==> src/rtl/led_share_arbiter.sv <==
// Round-robin arbiter sharing one registered LED bank between N_REQ requesters.
// A grant is released when its owner drops req or after MAX_HOLD writes.
module led_share_arbiter #(
  parameter int unsigned N_REQ     = 4,
  parameter int unsigned WIDTH     = 8,
  parameter int unsigned MAX_HOLD  = 16,
  parameter logic [WIDTH-1:0] RESET_VAL = '0
) (
  input  logic                   sys_clk,
  input  logic                   sys_rst,
  input  logic [N_REQ-1:0]       req,
  input  logic [N_REQ*WIDTH-1:0] wr_data,
  output logic [N_REQ-1:0]       gnt,
  output logic [WIDTH-1:0]       led_out,
  output logic                   busy,
  output logic                   timeout
);

  localparam int unsigned IdxW  = (N_REQ > 1) ? $clog2(N_REQ) : 1;
  localparam int unsigned HoldW = (MAX_HOLD > 1) ? $clog2(MAX_HOLD) : 1;

  typedef enum logic [1:0] {
    StIdle,
    StGrant,
    StRelease
  } state_e;

  state_e            r_state, w_state_next;
  logic [N_REQ-1:0]  r_gnt, w_gnt_next;
  logic [IdxW-1:0]   r_owner, w_owner_next;
  logic [IdxW-1:0]   r_last, w_last_next;
  logic [HoldW-1:0]  r_hold, w_hold_next;
  logic [WIDTH-1:0]  r_led, w_led_next;
  logic              r_timeout, w_timeout_next;

  logic              w_any;
  logic [IdxW-1:0]   w_winner;
  logic [IdxW-1:0]   w_idx;
  logic              w_owner_req;
  logic [WIDTH-1:0]  w_owner_data;

  // Rotating search: first set req bit starting just after the last winner.
  always_comb begin
    w_any    = 1'b0;
    w_winner = '0;
    w_idx    = '0;
    for (int unsigned i = 1; i <= N_REQ; i++) begin
      w_idx = IdxW'((32'(r_last) + i) % N_REQ);
      if (!w_any && req[w_idx]) begin
        w_any    = 1'b1;
        w_winner = w_idx;
      end
    end
  end

  always_comb begin
    w_owner_req  = 1'b0;
    w_owner_data = '0;
    for (int unsigned i = 0; i < N_REQ; i++) begin
      if (r_owner == IdxW'(i)) begin
        w_owner_req  = req[i];
        w_owner_data = wr_data[i*WIDTH +: WIDTH];
      end
    end
  end

  always_comb begin
    w_state_next   = r_state;
    w_gnt_next     = '0;
    w_owner_next   = r_owner;
    w_last_next    = r_last;
    w_hold_next    = r_hold;
    w_led_next     = r_led;
    w_timeout_next = 1'b0;
    unique case (r_state)
      StIdle: begin
        if (w_any) begin
          w_state_next = StGrant;
          w_gnt_next   = {{(N_REQ-1){1'b0}}, 1'b1} << w_winner;
          w_owner_next = w_winner;
          w_hold_next  = '0;
        end
      end
      StGrant: begin
        w_gnt_next = r_gnt;
        if (w_owner_req) begin
          w_led_next  = w_owner_data;
          w_hold_next = r_hold + 1'b1;
          // Last permitted write: force release so others are not starved.
          if (r_hold == HoldW'(MAX_HOLD - 1)) begin
            w_state_next   = StRelease;
            w_gnt_next     = '0;
            w_timeout_next = 1'b1;
          end
        end else begin
          w_state_next = StRelease;
          w_gnt_next   = '0;
        end
      end
      StRelease: begin
        w_last_next  = r_owner;
        w_state_next = StIdle;
      end
      default: begin
        w_state_next = StIdle;
      end
    endcase
  end

  always_ff @(posedge sys_clk) begin
    if (sys_rst) begin
      r_state   <= StIdle;
      r_gnt     <= '0;
      r_owner   <= '0;
      r_last    <= IdxW'(N_REQ - 1);
      r_hold    <= '0;
      r_led     <= RESET_VAL;
      r_timeout <= 1'b0;
    end else begin
      r_state   <= w_state_next;
      r_gnt     <= w_gnt_next;
      r_owner   <= w_owner_next;
      r_last    <= w_last_next;
      r_hold    <= w_hold_next;
      r_led     <= w_led_next;
      r_timeout <= w_timeout_next;
    end
  end

  assign gnt     = r_gnt;
  assign led_out = r_led;
  assign busy    = (r_state == StGrant);
  assign timeout = r_timeout;

endmodule

==> config.mk <==
export PLATFORM = sky130hd
export DESIGN_NAME = led_share_arbiter
export DESIGN_NICKNAME = d
export VERILOG_FILES = /design/src/rtl/led_share_arbiter.sv
export SDC_FILE = /design/constraint.sdc
export NUM_CORES = 1
export LEC_CHECK = 0
export ABC_AREA = 0
export ABC_CLOCK_PERIOD_IN_PS = 2900
export CORE_AREA = 2 2 55 57
export CTS_BUF_LIST = sky130_fd_sc_hd__clkbuf_8
export DETAILED_ROUTE_END_ITERATION = 10
export DIE_AREA = 0 0 57 59
export GPL_ROUTABILITY_DRIVEN = 1
export GPL_TIMING_DRIVEN = 0
export HOLD_SLACK_MARGIN = 0.05
export PLACE_DENSITY = 0.81
export SLEW_MARGIN = 20
export SYNTH_ARGS = -nofsm -noshare
export SYNTH_HDL_FRONTEND = slang
export SYNTH_SLANG_ARGS = --single-unit
==> constraint.sdc <==
create_clock -name sys_clk -period 2.9 [get_ports sys_clk]
set_clock_uncertainty 0.1 [all_clocks]
set_input_delay 0.435 -clock sys_clk [delete_from_list [all_inputs] [get_ports sys_clk]]
set_output_delay 0.435 -clock sys_clk [all_outputs]
set_load 0.02 [all_outputs]
After elaboration in Yosys (flattened, before gate mapping):

Cells that the tools add are included.

* bits in registers: 23
* output and inout port bits: 14
* word-level logic and storage cells: 78

* add/sub/neg operators: 5
* $lt $le $gt $ge: 4
* equal/unequal tests: 9
* shift-type cells: 1
* mux-type cells: 36
* bitwise operators: 2
* reduce and logical (&&, ||, !) cells: 14

Operators with widths (number)
* $mux W8: 4
* $mux W4: 5
* $pmux W4 S2: 2
* $mux W2: 7
* $mux W1: 13
* $lt A2 B3 Y1 const B: 4
* $bmux W1 S2: 4
* $eq A2 B2 Y1 const B: 3
* $reduce_and A2 Y1: 3
* $add A2 B1 Y2 const B: 2
* $add A2 B2 Y2 const B: 2
* $add A4 B1 Y4 const B: 1
* $eq A2 B1 Y1 const B: 2
* $eq A4 B4 Y1 const B: 1
* $logic_not A2 Y1: 2
* $pmux W2 S2: 1
* $shl A1 B2 Y4 const A: 1
* $logic_and A1 B1 Y1: 3
* $logic_not A1 Y1: 3
* $ne A3 B2 Y1 const B: 1
* $reduce_and A3 Y1: 1
* $reduce_or A3 Y1: 1
* $ne A2 B1 Y1 const B: 1
* $ne A2 B2 Y1 const B: 1
* other kinds (2): 3

Longest topological paths before layout:

* depth after elaboration: 16
* depth in mapped cells: 5
* depth with buffers taken out: 4

Worst setup path after synthesis:

No wires, ideal clock.

* path type: register -> register
* start point: register r_state[0]
* end point: register r_led[3] (netlist: led_out[3])
* setup time: 128 ps
* data arrival time: 1407 ps
* data required time: 2672 ps
* setup slack: 1265 ps
* cell stages (with the launch flop): 6
* cell sequence: dfxtp_1 > or3b_4 > o22ai_2 > buf_6 > mux2i_1 > nor2_1

* cells in the longest elaborated chain, start to end: 2

RTL lines
* from (decl): RTL line 28 `state_e r_state, w_state_next;`
* from (signal assigned): RTL line 112 `r_state <= StIdle;`
* from (signal assigned): RTL line 120 `r_state <= w_state_next;`
* $eq A2 B1 Y1: RTL line 75 `unique case (r_state)`
* $reduce_and A2 Y1 (no source line)
* to (signal assigned): RTL line 125 `r_led <= w_led_next;`
* to (decl): RTL line 33 `logic [WIDTH-1:0] r_led, w_led_next;`

No other way between the ends.
A chain may end at the register's enable or synchronous reset.

Worst setup path after layout:

* start point: register r_state[0]
* end point: output busy

* cells in the longest elaborated chain, start to end: 1

RTL lines
* $eq A2 B1 Y1: RTL line 132 `assign busy = (r_state == StGrant);`
* to (decl): RTL line 15 `output logic busy,`

No other way between the ends.

==> run metrics <==
status finished clean; I/O pins between 50 and 60; vias in the first global route between 1000 and 1500; Comb pwr share 0.343; DR vias roughly 1200; Reg power frac 0.420; sequential fraction of the synthesis area 0.372; max incr delay on CP approximately 0.64 ns; Final setup violation count 0; Synth top area share 0.372; clk sinks 23; Unique masters post-synth 37; num rows 19; H-tree Lvls 1; Power per Cell Area 473 nW/µm²; starting density of the core 0.457; WP depth 2; Starting DRT DRC Count 34; Clock Tree Root clkbuf_8; Startpoint Class register; slowest stage cell, crit path clkdlybuf4s50_1; Final Max Slew Viols 0; ys async rst share 0; top post-synthesis cells by area dfxtp_1, mux4_2, mux2i_1, nor2_1, a21oi_1; RD Place Congestion about 0.79; crit-path max FO 7; Area Growth Syn to Fin 48.3%; CTS Buffer Depth 2; Setup Buffers After CTS 0; Post-synth EDFFs 0; post-CTS sizing 0; CTS tree done; Port Buffers between 50 and 60; core area 2710 µm²; YS warnings 0; Max Cap Viol 0; Post-CTS Hold Fix Bufs 0; final total power about 870 µW; Num CTS Buffers 3; final WL 2890 µm; Leak Pwr between 0.0006 and 0.0007 µW; R2R Path End led_out[4]; R2R Path Start r_state[0]; Hold Crit Class reg -> reg; flops & latches, synth 23; die height around 59 µm; Worst Path Arrival between 1.5 and 2 ns; top post-synthesis cells by count dfxtp_1, mux2i_1, nor2_1; antenna violations before repair 0; most numerous cell in the Yosys netlist dfxtp_1; Gate Count Post-Synth 120; delay-heaviest family, CP buffers and inverters; share of cells above drive strength 1 0.109; Antenna Nets Post-Route 0; switch share 0.299; first-pass GRT wire length 5190 µm; overall routing resource usage 0.198; worst slew pin tran around 0.64 ns; Critical Path Sink busy; Worst setup startpoint r_state[0]; Crit. End Element output port; Setup CP Type reg -> out; Mapped Area approximately 1200 µm²; prevailing post-synth register cell dfxtp_1; Hold Fails Final Rpt 0; Worst slew margin 0.564; fin crit share 0.719; Buf+Inv Stages, Crit Path 1; Register-to-Register Path Depth 5; Int Pwr between 600 and 700 µW; drt wl/cell about 14 µm; Clock transition at path regs about 0.080 ns; chip width 57 µm; mean post-synth cell area between 10 and 15 µm²; via/cell ratio 5.78; drt pass-1 iters 4; Worst VDD drop 337 µV; largest net degree at the start of global routing 15; RSZ-0062 raised after global routing no; worst reg-to-reg setup slack ~1.1 ns; f_max around 480 MHz; FILL cells between 200 and 250; NetSw 260 µW; crit path cell chain nor2b_1 > clkdlybuf4s50_1; n_diodes 0; HPWL after DPL roughly 2200 µm; GRT overflow 0; Min Clock Period, post-route between 2 and 2.5 ns; area leader, netlist dfxtp_1; Worst EP required 2.37 ns; Nets between 200 and 250; DRC viols 0; Worst-Skew Late Latency 0.27 ns; die area about 3400 µm²; syn nets approximately 160; Clock Power Share 0.237; Setup TNS 0 ns
[through the flow]
step	utilization	instances	worst slack, ns	hold WS [ns]	cell area (µm²)
after global routing	0.678	206	0.678	0.394	1840
after CTS	0.678	206	0.812	0.371	1840
after floorplan	-	120	1.27	0.342	1240
after global placement	0.660	202	0.713	0.354	1790
after detailed placement	0.660	202	0.631	0.359	1790
final	0.678	206	0.815	0.369	1840
[flip-flops by register name, summed over array words and instances (netlist names)]
name and cells:
led_out 8, r_owner 2, r_last 2, r_hold 4, gnt 4, r_state 2, timeout 1
[how the worst min path moves through the flow]
stage                   start      end  cells past startpoint
floorplan           r_hold[3]  timeout                      2
global placement       gnt[1]   gnt[1]                      2
detailed placement     gnt[0]   gnt[0]                      2
CTS                    gnt[0]   gnt[0]                      2
global route           gnt[0]   gnt[0]                      2
finish                 gnt[0]   gnt[0]                      2
[cells in the final DEF, fill, tap and decap left out, drive strengths merged, types with 3 or more instances in the layout]
cell	n
a21oi	8
clkbuf	6
clkdlybuf4s50	51
dfxtp	23
mux2i	13
mux4	8
nand2	5
nand2b	6
nand3	6
nand3b	3
nor2	12
[power groups by stage]
stage / Clock, µW / Sequential [µW] / Combinational [µW]
2_1_floorplan: 0 / 386 / 165
3_3_place_gp: 0 / 370 / 293
3_5_place_dp: 0 / 372 / 298
4_1_cts: 209 / 365 / 299
5_1_grt: 229 / 370 / 324
6_report: 206 / 365 / 298
[final cells by class]
type,count,area [µm²],share of cell area
Tap cell,31,38.8,0.0211
Buffer,5,27.5,0.0150
Multi-Input combinational cell,90,743,0.405
Inverter,2,7.51,0.00409
Clock inverter,1,7.51,0.00409
Timing Repair Buffer,51,510,0.278
Sequential cell,23,460,0.251
Clock buffer,3,41.3,0.0225
[metal layers]
metal	GRT usage	wire length (µm)
met1	0.231	1110
met2	0.340	1450
met3	0.0568	295
met4	0.0864	41
met5	0	0
[kinds of logic after synthesis]
group / share of synthesized area
AND/OR/NAND/NOR: 0.197
adder cells (fa/ha/maj): 0.0101
multiplexers: 0.250
flip-flops: 0.372
AO/OA/AOI/OAI: 0.135
buffers and inverters: 0.0283
XOR/XNOR: 0.00707
[worst register-to-register path, cell delays in order, from the launching register on]
cell     delay (ns)
dfxtp_1        0.44
or3b_4         0.42
o22ai_2        0.27
buf_6          0.22
mux2i_1        0.21
nor2_1         0.05
Note: power is estimated with default switching activity, not from simulation.
